`config.mk`:
```
export PLATFORM = sky130hd
export DESIGN_NAME = mfp_seven_segment_scanner
export DESIGN_NICKNAME = d
export VERILOG_FILES = /design/src/rtl/mfp_seven_segment_pkg.sv /design/src/rtl/mfp_hex_to_seven_segment.sv /design/src/rtl/mfp_seven_segment_scanner.sv
export SDC_FILE = /design/constraint.sdc
export NUM_CORES = 1
export LEC_CHECK = 0
export BUFFER_PORTS_ARGS = -buffer_cell sky130_fd_sc_hd__buf_2
export CAP_MARGIN = 20
export CELL_PAD_IN_SITES_DETAIL_PLACEMENT = 0
export CELL_PAD_IN_SITES_GLOBAL_PLACEMENT = 1
export CORE_ASPECT_RATIO = 1.25
export CORE_MARGIN = 8
export CORE_UTILIZATION = 23
export CTS_BUF_LIST = sky130_fd_sc_hd__clkbuf_4
export CTS_CLUSTER_SIZE = 10
export DETAILED_ROUTE_END_ITERATION = 7
export HOLD_SLACK_MARGIN = 0.08
export PLACE_DENSITY_LB_ADDON = 0.1
export SLEW_MARGIN = 20
export SYNTH_ARGS = -nofsm -noshare
export SYNTH_HDL_FRONTEND = slang
export SYNTH_SLANG_ARGS = --single-unit
```
`constraint.sdc`:
```
create_clock -name HCLK -period 6.5 [get_ports HCLK]
set_input_delay 0.65 -clock HCLK [delete_from_list [all_inputs] [get_ports HCLK]]
set_output_delay 0.65 -clock HCLK [all_outputs]
set_load 0.1 [all_outputs]
```
`src/rtl/mfp_seven_segment_pkg.sv`:
```
// Shared constants for the 7-segment scanner: active-high font table,
// inactive-level constants for the active-low pins, and the default slot length.
package mfp_seven_segment_pkg;

  localparam int DIGIT_PERIOD_DEF = 1024;

  localparam logic [6:0] SEG_OFF   = 7'h7F;
  localparam logic       ANODE_OFF = 1'b1;

  // Index n holds the gfedcba pattern for hex digit n (entry 15 listed first).
  localparam logic [15:0][6:0] SEG_TABLE = {
    7'h71, 7'h79, 7'h5E, 7'h39, 7'h7C, 7'h77, 7'h6F, 7'h7F,
    7'h07, 7'h7D, 7'h6D, 7'h66, 7'h4F, 7'h5B, 7'h06, 7'h3F
  };

endpackage

```
`src/rtl/mfp_hex_to_seven_segment.sv`:
```
// Combinational nibble to active-high gfedcba segment pattern.
module mfp_hex_to_seven_segment
  import mfp_seven_segment_pkg::*;
(
  input  logic [3:0] nibble,
  output logic [6:0] seg
);

  assign seg = SEG_TABLE[nibble];

endmodule

```
`src/rtl/mfp_seven_segment_scanner.sv`:
```
// Time-multiplexed driver for an N-digit common-anode display. Inputs are
// snapshotted once per frame so a frame never mixes two hex words.
module mfp_seven_segment_scanner
  import mfp_seven_segment_pkg::*;
#(
  parameter int N_DIGITS     = 8,
  parameter int DIGIT_PERIOD = DIGIT_PERIOD_DEF,
  parameter int CNT_WIDTH    = $clog2(DIGIT_PERIOD)
) (
  input  logic                  HCLK,
  input  logic                  HRESETn,
  input  logic [N_DIGITS*4-1:0] hex_word,
  input  logic [N_DIGITS-1:0]   dp_mask,
  input  logic                  blank_lz,
  output logic [N_DIGITS-1:0]   anodes,
  output logic [6:0]            segments,
  output logic                  dp,
  output logic                  frame_start
);

  localparam int IDX_W = (N_DIGITS > 1) ? $clog2(N_DIGITS) : 1;

  logic [CNT_WIDTH-1:0]        cnt;
  logic [IDX_W-1:0]            idx;
  logic [N_DIGITS-1:0][3:0]    sh_hex;
  logic [N_DIGITS-1:0]         sh_dp;
  logic                        sh_blz;
  logic                        load_pending;

  logic                        tick;
  logic                        last_digit;
  logic                        load;
  logic [N_DIGITS-1:0]         zero_above;
  logic                        blanked;
  logic [6:0]                  seg_raw;

  assign tick       = (cnt == CNT_WIDTH'(DIGIT_PERIOD - 1));
  assign last_digit = (idx == IDX_W'(N_DIGITS - 1));
  assign load       = load_pending | (tick & last_digit);

  // zero_above[i]: nibbles i..N_DIGITS-1 are all zero.
  always_comb begin
    zero_above = '0;
    zero_above[N_DIGITS-1] = (sh_hex[N_DIGITS-1] == 4'h0);
    for (int i = N_DIGITS - 2; i >= 0; i--)
      zero_above[i] = zero_above[i+1] & (sh_hex[i] == 4'h0);
  end

  assign blanked = sh_blz & (idx != '0) & zero_above[idx];

  mfp_hex_to_seven_segment u_dec (
    .nibble (sh_hex[idx]),
    .seg    (seg_raw)
  );

  always_ff @(posedge HCLK) begin
    if (!HRESETn) begin
      cnt          <= '0;
      idx          <= '0;
      sh_hex       <= '0;
      sh_dp        <= '0;
      sh_blz       <= 1'b0;
      load_pending <= 1'b1;
      anodes       <= {N_DIGITS{ANODE_OFF}};
      segments     <= SEG_OFF;
      dp           <= 1'b1;
      frame_start  <= 1'b0;
    end else begin
      cnt <= tick ? '0 : cnt + 1'b1;
      if (tick)
        idx <= last_digit ? '0 : idx + 1'b1;
      if (load) begin
        sh_hex <= hex_word;
        sh_dp  <= dp_mask;
        sh_blz <= blank_lz;
      end
      load_pending <= 1'b0;
      frame_start  <= load;
      // First cycle of every slot keeps all anodes off to hide ghosting.
      anodes   <= ((cnt == '0) || blanked) ? {N_DIGITS{ANODE_OFF}}
                                           : ~(N_DIGITS'(1) << idx);
      segments <= ~seg_raw;
      dp       <= ~sh_dp[idx];
    end
  end

endmodule

```
Word level (Yosys, flattened, before mapping) --
Memory sizes are Yosys's and may differ from the RTL's. Cells that the tools add are included.
Storage, ports and cells: bits in registers 72, ROM bits 112, logic and storage cells 62, bits of input ports 43, output and inout bits 17, memories kept 1
Cells by class: magnitude comparators 2, shift operators 1, reduce and logical (&&, ||, !) cells 13, eq/ne operators 2, $add $sub $neg 2, bitwise logic cells 15, multiplexer cells 9
Memory list:
- (no name shown) | words 16, bits a word 7, read ports 1, clocked after memory_dff 0, write ports 0, line mfp_hex_to_seven_segment.sv:9 | assign seg = SEG_TABLE[nibble];
Operators by type and width (number):
- 4-bit logical NOT | 8
- 4-bit binary-select mux with 3-bit select | 1
- 10-bit by 1-bit adder with 10-bit output (second input constant) | 1
- 1-bit bitwise AND | 10
- 10-bit == test (second input constant) | 1
- 10-bit logical NOT | 1
- 8-bit NOT | 1
- 1-bit by 3-bit left shift with 8-bit output (first input constant) | 1
- 7-bit two-way mux | 1
- 7-bit NOT | 1
- 1-bit binary-select mux with 3-bit select | 2
- 4-bit by 5-bit less-than comparator with 1-bit output (second input constant) | 1
- 3-bit by 4-bit less-than comparator with 1-bit output (second input constant) | 1
- 4-bit two-way mux | 1
- 2-bit OR reduction | 2
- 3-bit by 1-bit adder with 3-bit output (second input constant) | 1
- 3-bit == test (second input constant) | 1
- 1-bit two-way mux | 3
- 3-bit two-way mux | 1
- 3-bit nonzero test | 1
- 1-bit NOT | 2
- 1-bit logical OR | 1
- 1-bit bitwise OR | 1

Depth between registers and ports, before layout --
Gate-level depths: netlist of run 1.
depth in word-level cells 13, mapped depth 10, gate-level depth less buffers 8

By module --
From an unflattened synthesis of run 1, not the netlist that was laid out.
Unflattened totals: cells, all modules 374, area total of the unflattened synthesis 3326.9 µm²
Modules (own cells, without submodules):
- mfp_seven_segment_scanner | seq. area each 1441.4 µm², area each 3039.2 µm², cells an instance 341, instances 1
- mfp_hex_to_seven_segment | seq. area each 0.0 µm², area each 287.8 µm², cells an instance 33, instances 1

Worst setup path before layout of run 1 --
No wires, ideal clock.
path kind reg-to-reg, start point register idx[0], end point register segments[6], period minus slack after synthesis 2.239 ns, slack 4.261 ns, data required time 6.378 ns, arrival time 2.117 ns, setup time 0.122 ns, buffers on the path 2, cell stages (with the launch flop) 9, cell sequence dfxtp_1 buf_6 buf_12 mux4_2 mux2_4 ha_1 mux2i_1 nor2_1 a311o_1
On the way: longest elaborated chain between the ends 5
RTL lines:
- start, declared | line mfp_seven_segment_scanner.sv:24 | logic [IDX_W-1:0] idx;
- start signal, assigned | line mfp_seven_segment_scanner.sv:71 | idx <= last_digit ? '0 : idx + 1'b1;
- 4-bit binary-select mux with 3-bit select | line mfp_seven_segment_scanner.sv:52 | .nibble (sh_hex[idx]),
- 4-bit two-way mux (implied by the code) | line mfp_seven_segment_scanner.sv:52
- memory 16 x 7 bit
- 7-bit two-way mux (implied by the code) | line mfp_hex_to_seven_segment.sv:9
- 7-bit NOT | line mfp_seven_segment_scanner.sv:82 | segments <= ~seg_raw;
- end signal, assigned | line mfp_seven_segment_scanner.sv:82
- end, declared | line mfp_seven_segment_scanner.sv:16 | output logic [6:0] segments,
Every way passes these cells. The select of a mux whose other input is x is not followed. A chain may end at the register's enable or synchronous reset.

Worst setup path after layout of run 1 --
Ends and elaborated chain as after synthesis.

==> results of run 1 <==
[worst reg2reg max path, stage by stage, from the launching register on]
cell and delay, ps:
dfxtp_1 950, mux4_1 670, mux2_4 310, ha_1 250, mux2i_1 150, nor2_1 50
a311o_1 320
[worst paths after layout]
kind,cells past startpoint,slack (ps),to,startpoint
worst max register to register,6,3710,segments[6],idx[0]
worst min register to register,2,470,sh_dp[5],sh_dp[5]
worst min-delay path,3,450,sh_hex[29],hex_word[29]
worst max-delay path,6,3710,segments[6],idx[0]
[state kept, by name, indices dropped and copies added, names as in the netlist]
register and count:
anodes 8, cnt 10, dp 1, frame_start 1
idx 3, load_pending 1, segments 7, sh_blz 1
sh_dp 8, sh_hex 32
[metal layers]
layer	part of all wire, %	track usage [%]	vias to the layer above
met3	4.2	2.76	9
met1	44	11.5	1198
met2	50	15.9	52
li1	-	-	1374
met4	1.3	4.22	0
met5	0	0	-
[cell families (layout without fill, tap and decap cells)]
logic type               after synthesis  after routing  synth area share, %
AO/OA/AOI/OAI                         67             67                 11.6
XOR/XNOR                               8              8                 2.12
adder cells (fa/ha/maj)               14             14                 5.31
buffers and inverters                 37             85                 6.29
flip-flops                            72             72                 43.7
multiplexers                          19             19                 10.0
other                                  0              1                    0
AND/OR/NAND/NOR                      149            149                 21.0
[layout make-up]
| class | instances | area, um^2 | share of cell area (%) |
|---|---|---|---|
| Antenna cell | 1 | 2.50 | 0.0662 |
| Clock buffer | 11 | 82.6 | 2.18 |
| Clock inverter | 3 | 11.3 | 0.298 |
| Inverter | 10 | 45.0 | 1.19 |
| Multi-Input combinational cell | 257 | 1660 | 44.0 |
| Sequential cell | 72 | 1440 | 38.1 |
| Tap cell | 178 | 223 | 5.89 |
| Timing Repair Buffer | 61 | 310 | 8.21 |
[power breakdown]
part / switching (mW) / internal (mW)
registers: 0.0161 / 0.463
clock network: 0.150 / 0.0798
logic: 0.0886 / 0.0409
total: 0.255 / 0.584
[placed cells by master (no fill, tap or decap), types with 2 or more instances in the layout]
| master | instances |
|---|---|
| mux4_1 | 3 |
| clkinv_1 | 3 |
| nand3_1 | 47 |
| clkbuf_4 | 11 |
| nor2_1 | 18 |
| o211ai_1 | 2 |
| and4_1 | 2 |
| nor3_1 | 2 |
| o21ai_1 | 45 |
| a31oi_1 | 2 |
| o221ai_1 | 2 |
| xor2_1 | 6 |
| mux4_2 | 6 |
| buf_2 | 59 |
| xnor2_1 | 2 |
| mux2i_1 | 8 |
| nand2b_1 | 3 |
| a21oi_1 | 6 |
| nand4_1 | 2 |
| a211oi_1 | 2 |
| dfxtp_1 | 72 |
| buf_4 | 2 |
| nand2_1 | 61 |
| and3_1 | 3 |
| ha_1 | 14 |
| inv_1 | 9 |
| nor4_1 | 5 |
==> implementation parameters, run 1 <==
Parameter                              Value

Yosys
  Ranking of synthesized cells by instance count    72 x dfxtp_1, 61 x nand2_1, 47 x nand3_1
  Number of enable flip-flop cells after synthesis    0
  Net count of the mapped netlist    423
  Number of library cell types mapped by synthesis    45
  Cell count after synthesis    roughly 370
  Flip-flop and latch count after synthesis    72
  Cell area after technology mapping    3300 um^2
  Portion of the post-synthesis area used by sequential elements    about 44%
  Asr flop ratio synth    0%
  Leading cell type by number of instances after synthesis    dfxtp_1
  Fraction of synthesized cell area taken by the top area cell type    43.7%
  Most used flip-flop cell after synthesis    dfxtp_1
  Post-synth top area cell    dfxtp_1
  Post-Synthesis Mean Instance Area    9.02 um^2
  Leading post-synthesis cells by cell area    dfxtp_1 44%, nand3_1 7.1%, nand2_1 6.9%
  Yosys warnings    0

Critical path
  Sort of element at the start of the critical path    flop
  Data arrival at the endpoint of the critical path    3110 ps
  Number of buffer and inverter stages on the critical path    0
  CP Data Required Time    6810 ps
  Ordered list of cells on the worst path    mux4_1, mux2_4, ha_1, mux2i_1, nor2_1, a311o_1
  Crit path kind    reg2reg
  Crit path max-delay cell type    dfxtp_1
  Delay of the slowest cell on the worst path    950 ps
  Endpoint kind of the worst setup timing path    flop
  Top delay family on crit path    multiplexers
  Biggest fanout along the worst timing path    19

Timing
  Slew HR    37.6%
  Total count of max-transition violations in the final report    0
  Post-route clock period utilization    between 40% and 50%
  Hold Violations, Final    0
  Setup repair after global routing missed its margin    no
  Final-layout setup total negative slack    0 ps
  Final count of negative-setup-slack endpoints    0
  FMAX    358 MHz
  Final setup slack of the worst path    3710 ps
  Fin crit period    between 2000 and 3000 ps
  Post-route clock skew    8.44 ps
  Transition time at the pin with the least slew margin    934 ps
  Worst hold margin    approximately 450 ps

Floorplanning
  Die outline width    123 um
  Core area    between 10000 and 15000 um^2
  Initial Util    a little under a quarter
  Total die area    18500 um^2
  Placement Rows    49
  Die height    ~150 um
  Io pins    60

Global routing
  Aggregate global-route resource usage    9.70%
  Number of global-route vias before repair    2632
  Grt total ovfl    0
  Initial antenna violation count    1
  Largest net degree at the start of global routing    61
  Global-route wire length before repair    13700 um

Pwr
  Peak supply drop    57.1 uV
  PwrDens    222 nW/um^2
  Post-route total power    roughly 0.84 mW
  Static Leakage    1.48 nW

Route
  Residual antenna-violating net count after detailed routing    0
  Vias per std cell    4.44
  Count of unresolved DRC violations after routing    0
  Initial DRT Pass Iterations    5
  Iter 0 DRT Violations    106
  Average routed wire per standard cell    14.7 um
  Via count    about 2600
  Wire length reported by the detailed router    just under 9000 um

CTS
  Sink count of the clock tree    between 70 and 80
  CTS tree    built
  CTS Buffer Depth    2
  Number of clock buffers inserted by TritonCTS    9
  Post-CTS setup-driven buffer insertion count    0
  Quantity of gates resized following cts    0
  Total number of H-tree levels    3
  Clock-pin slew of the registers on the worst-case setup and hold paths    110 ps
  CTS root buffer    clkbuf_4
  Worst-skew pair later-pin latency    approximately 420 ps
  Hold buffer count at CTS    0

Layout
  Share of post-route cells with drive strength above 1    between 20% and 30%
  Area growth syn-to-layout    14.5%
  Share of the core filled with cells in the final layout    26.6%
  Final cell area excluding filler cells    3780 um^2
  Filler cell count    around 1600
  Number of nets in the layout    468
  Filler-free cell count of the finished design    593

Placed design
  Number of I/O port buffers    59
  Post-detailed-placement half-perimeter wirelength    ~6500 um
  Worst setup slack before clock tree synthesis    3690 ps
  Cell count after placement    578
  Placer's final routability congestion estimate    0.723
  Area of placed instances    3680 um^2

Hold path
  Path type of the worst min-delay path    in2reg

Run status
  Status    finished, final reports clean

Run
  Number of maximum-capacitance violations    0
(Power assumes the default switching activity.)
==> run 2: changes to the inputs <==
--- a/config.mk
+++ b/config.mk
@@ -5,6 +5,7 @@
 export SDC_FILE = /design/constraint.sdc
 export NUM_CORES = 1
 export LEC_CHECK = 0
+export ABC_AREA = 1
 export BUFFER_PORTS_ARGS = -buffer_cell sky130_fd_sc_hd__buf_2
 export CAP_MARGIN = 20
 export CELL_PAD_IN_SITES_DETAIL_PLACEMENT = 0
==> constraint.sdc (replaced) <==
create_clock -name HCLK -period 2.58 [get_ports HCLK]
set_input_delay 0.258 -clock HCLK [delete_from_list [all_inputs] [get_ports HCLK]]
set_output_delay 0.258 -clock HCLK [all_outputs]
set_load 0.1 [all_outputs]
==> implementation parameters, run 2 <==
Parameter                              Value

Layout
  Number of nets in the layout    646
  Most frequent standard cell in the layout excluding fill and tap cells    nand2_1
  Final cell area excluding filler cells    roughly 4500 um^2
  Largest registers    sh_hex x32, cnt x10
  Largest register by flop count    sh_hex
  Commonest cells after routing, fill and taps aside    114 x nand2_1, 98 x nand3_1, 72 x dfxtp_1, 59 x buf_2, 51 x inv_1
  Filler-free cell count of the finished design    778
  Sequential standard cell area    1440 um^2
  Share of post-route cells with drive strength above 1    15.5%
  Filler cell count    1679
  Largest register FFs    32
  Area growth syn-to-layout    27.9%
  Multi-input logic area    1730 um^2

Yosys
  Leading post-synthesis cells by cell area    dfxtp_1 41%, nand3_1 14%, nand2_1 12%
  Yosys warnings    0
  Ranking of synthesized cells by instance count    114 x nand2_1, 98 x nand3_1, 72 x dfxtp_1
  Asr flop ratio synth    0%
  Net count of the mapped netlist    550
  Post-Synthesis Mean Instance Area    around 7.1 um^2
  Leading cell type by number of instances after synthesis    nand2_1
  Number of enable flip-flop cells after synthesis    0
  Post-synth top area cell    dfxtp_1
  Most used flip-flop cell after synthesis    dfxtp_1
  Cell count after synthesis    a little under 500
  Number of library cell types mapped by synthesis    30
  Fraction of synthesized cell area taken by the top area cell type    41.1%
  Flip-flop and latch count after synthesis    72
  Cell area after technology mapping    3510 um^2
  Portion of the post-synthesis area used by sequential elements    41.1%

Pwr
  Cell internal pwr    1.48 mW
  PwrDens    between 400 and 500 nW/um^2
  Peak supply drop    186 uV
  Net Switching    0.682 mW
  Relative contribution of the clock network to total power    27.2%
  Sequential group share of total power    between 50% and 60%
  Power share of the combinational group    17.7%
  Static Leakage    approximately 2 nW
  Switching Fraction    31.5%

Global routing
  Grt total ovfl    0
  Global-route wire length before repair    17100 um
  Number of global-route vias before repair    between 3000 and 4000
  Aggregate global-route resource usage    11.1%
  Largest net degree at the start of global routing    49
  Initial antenna violation count    2

Placed design
  Number of I/O port buffers    59
  Cell count after placement    718
  Area of placed instances    approximately 4000 um^2
  Placer's final routability congestion estimate    0.734
  Post-detailed-placement half-perimeter wirelength    7310 um

Critical path
  Top delay family on crit path    simple AND/OR/NAND/NOR gates
  Ordered list of cells on the worst path    inv_2, nand2_1, nand3_1, nand2_1, nand2_1, nand2_1, inv_1, ha_1, nand3_1, nor2_1, nor2_1, nand2_1
  Endpoint kind of the worst setup timing path    flop
  Number of buffer and inverter stages on the critical path    2
  Crit path max-delay cell type    dfxtp_1
  Biggest fanout along the worst timing path    25
  Data arrival at the endpoint of the critical path    ~2300 ps
  CP Data Required Time    2930 ps
  Crit path kind    reg2reg
  Sort of element at the start of the critical path    flop
  Delay of the slowest cell on the worst path    about 330 ps
  CP most frequent cell    nand2_1

Timing
  FMAX    510 MHz
  Setup repair after global routing missed its margin    no
  Transition time at the pin with the least slew margin    550 ps
  Hold Violations, Final    0
  Total count of max-transition violations in the final report    0
  Final-layout setup total negative slack    0 ps
  Post-route clock period utilization    approximately three quarters
  Fin crit period    1960 ps
  Slew HR    63.4%
  Final count of negative-setup-slack endpoints    0
  Post-route clock skew    9.83 ps

Route
  Iter 0 DRT Violations    186
  Vias per std cell    4.39
  Average routed wire per standard cell    ~13 um
  Wire length reported by the detailed router    10300 um
  WL met3    434 um
  Initial DRT Pass Iterations    4
  Top layer used by detailed routing    met4
  Count of unresolved DRC violations after routing    0
  Wire length the detailed router placed on met1    4850 um
  Met2 wire len    4820 um
  Via count    3413
  Residual antenna-violating net count after detailed routing    0

Floorplanning
  Core area    about 15000 um^2
  Io pins    60
  Total die area    19500 um^2
  Die height    154 um
  Initial Util    a little under a quarter
  Die outline width    126 um
  Placement Rows    50

CTS
  Clock-pin slew of the registers on the worst-case setup and hold paths    between 100 and 150 ps
  Post-CTS setup-driven buffer insertion count    0
  CTS Buffer Depth    2
  Total number of H-tree levels    3
  Hold buffer count at CTS    42
  Sink count of the clock tree    72
  Worst-skew pair later-pin latency    450 ps
  CTS root buffer    clkbuf_4
  Number of clock buffers inserted by TritonCTS    9
  Quantity of gates resized following cts    0
  CTS tree    built

Hold path
  Path type of the worst min-delay path    reg2reg

Run
  Number of maximum-capacitance violations    0

Run status
  Status    finished, final reports clean
-- run 2: layout make-up --
class / instances / area share [%]
antenna: 2 / 0.112
clock buffer: 9 / 1.51
clock inverter: 7 / 0.641
inverter: 55 / 4.60
multi-input combinational: 341 / 38.5
sequential: 72 / 32.1
tap: 182 / 5.07
timing repair buffer: 110 / 17.5
-- run 2: power groups by stage --
stage	clock (mW)	sequential, mW	combinational, mW
6_report	0.588	1.19	0.383
3_3_place_gp	0	1.22	0.344
4_1_cts	0.637	1.20	0.391
2_1_floorplan	0	1.30	0.161
3_5_place_dp	0	1.22	0.341
5_1_grt	0.684	1.20	0.426
-- run 2: cell families (layout without fill, tap and decap cells) --
group	count (synthesis)	after routing	share of synthesized area [%]
AOI/OAI and AO/OA	66	66	10.0
xor gates and xnor gates	2	2	0.499
adders and majority gates	14	14	4.99
buffers and inverters	80	181	9.70
DFF	72	72	41.1
other	0	2	0
and+or+nand+nor	259	259	33.7
-- run 2: worst paths after layout --
check	end	from	slack, ps	cells past startpoint
worst max-delay path	segments[1]	idx[0]	620	12
worst min-delay path	cnt[0]	cnt[0]	490	1
worst max register to register	segments[1]	idx[0]	620	12
worst min register to register	cnt[0]	cnt[0]	490	1
-- run 2: metal layers --
| metal | up-vias | global-route usage, % |
|---|---|---|
| li1 | 1805 | - |
| met1 | 1534 | 13.1 |
| met2 | 57 | 18.2 |
| met3 | 17 | 3.25 |
| met4 | 0 | 4.82 |
| met5 | - | 0 |
-- run 2: through the flow --
stage	hold WS (ps)	setup WS, ps	utilization [%]	power, mW
after floorplan	401	846	-	1.46
final	491	619	30.0	2.17
after CTS	494	593	30.0	2.22
after global routing	516	404	30.0	2.31
after global placement	463	636	26.5	1.56
after detailed placement	467	615	26.5	1.56
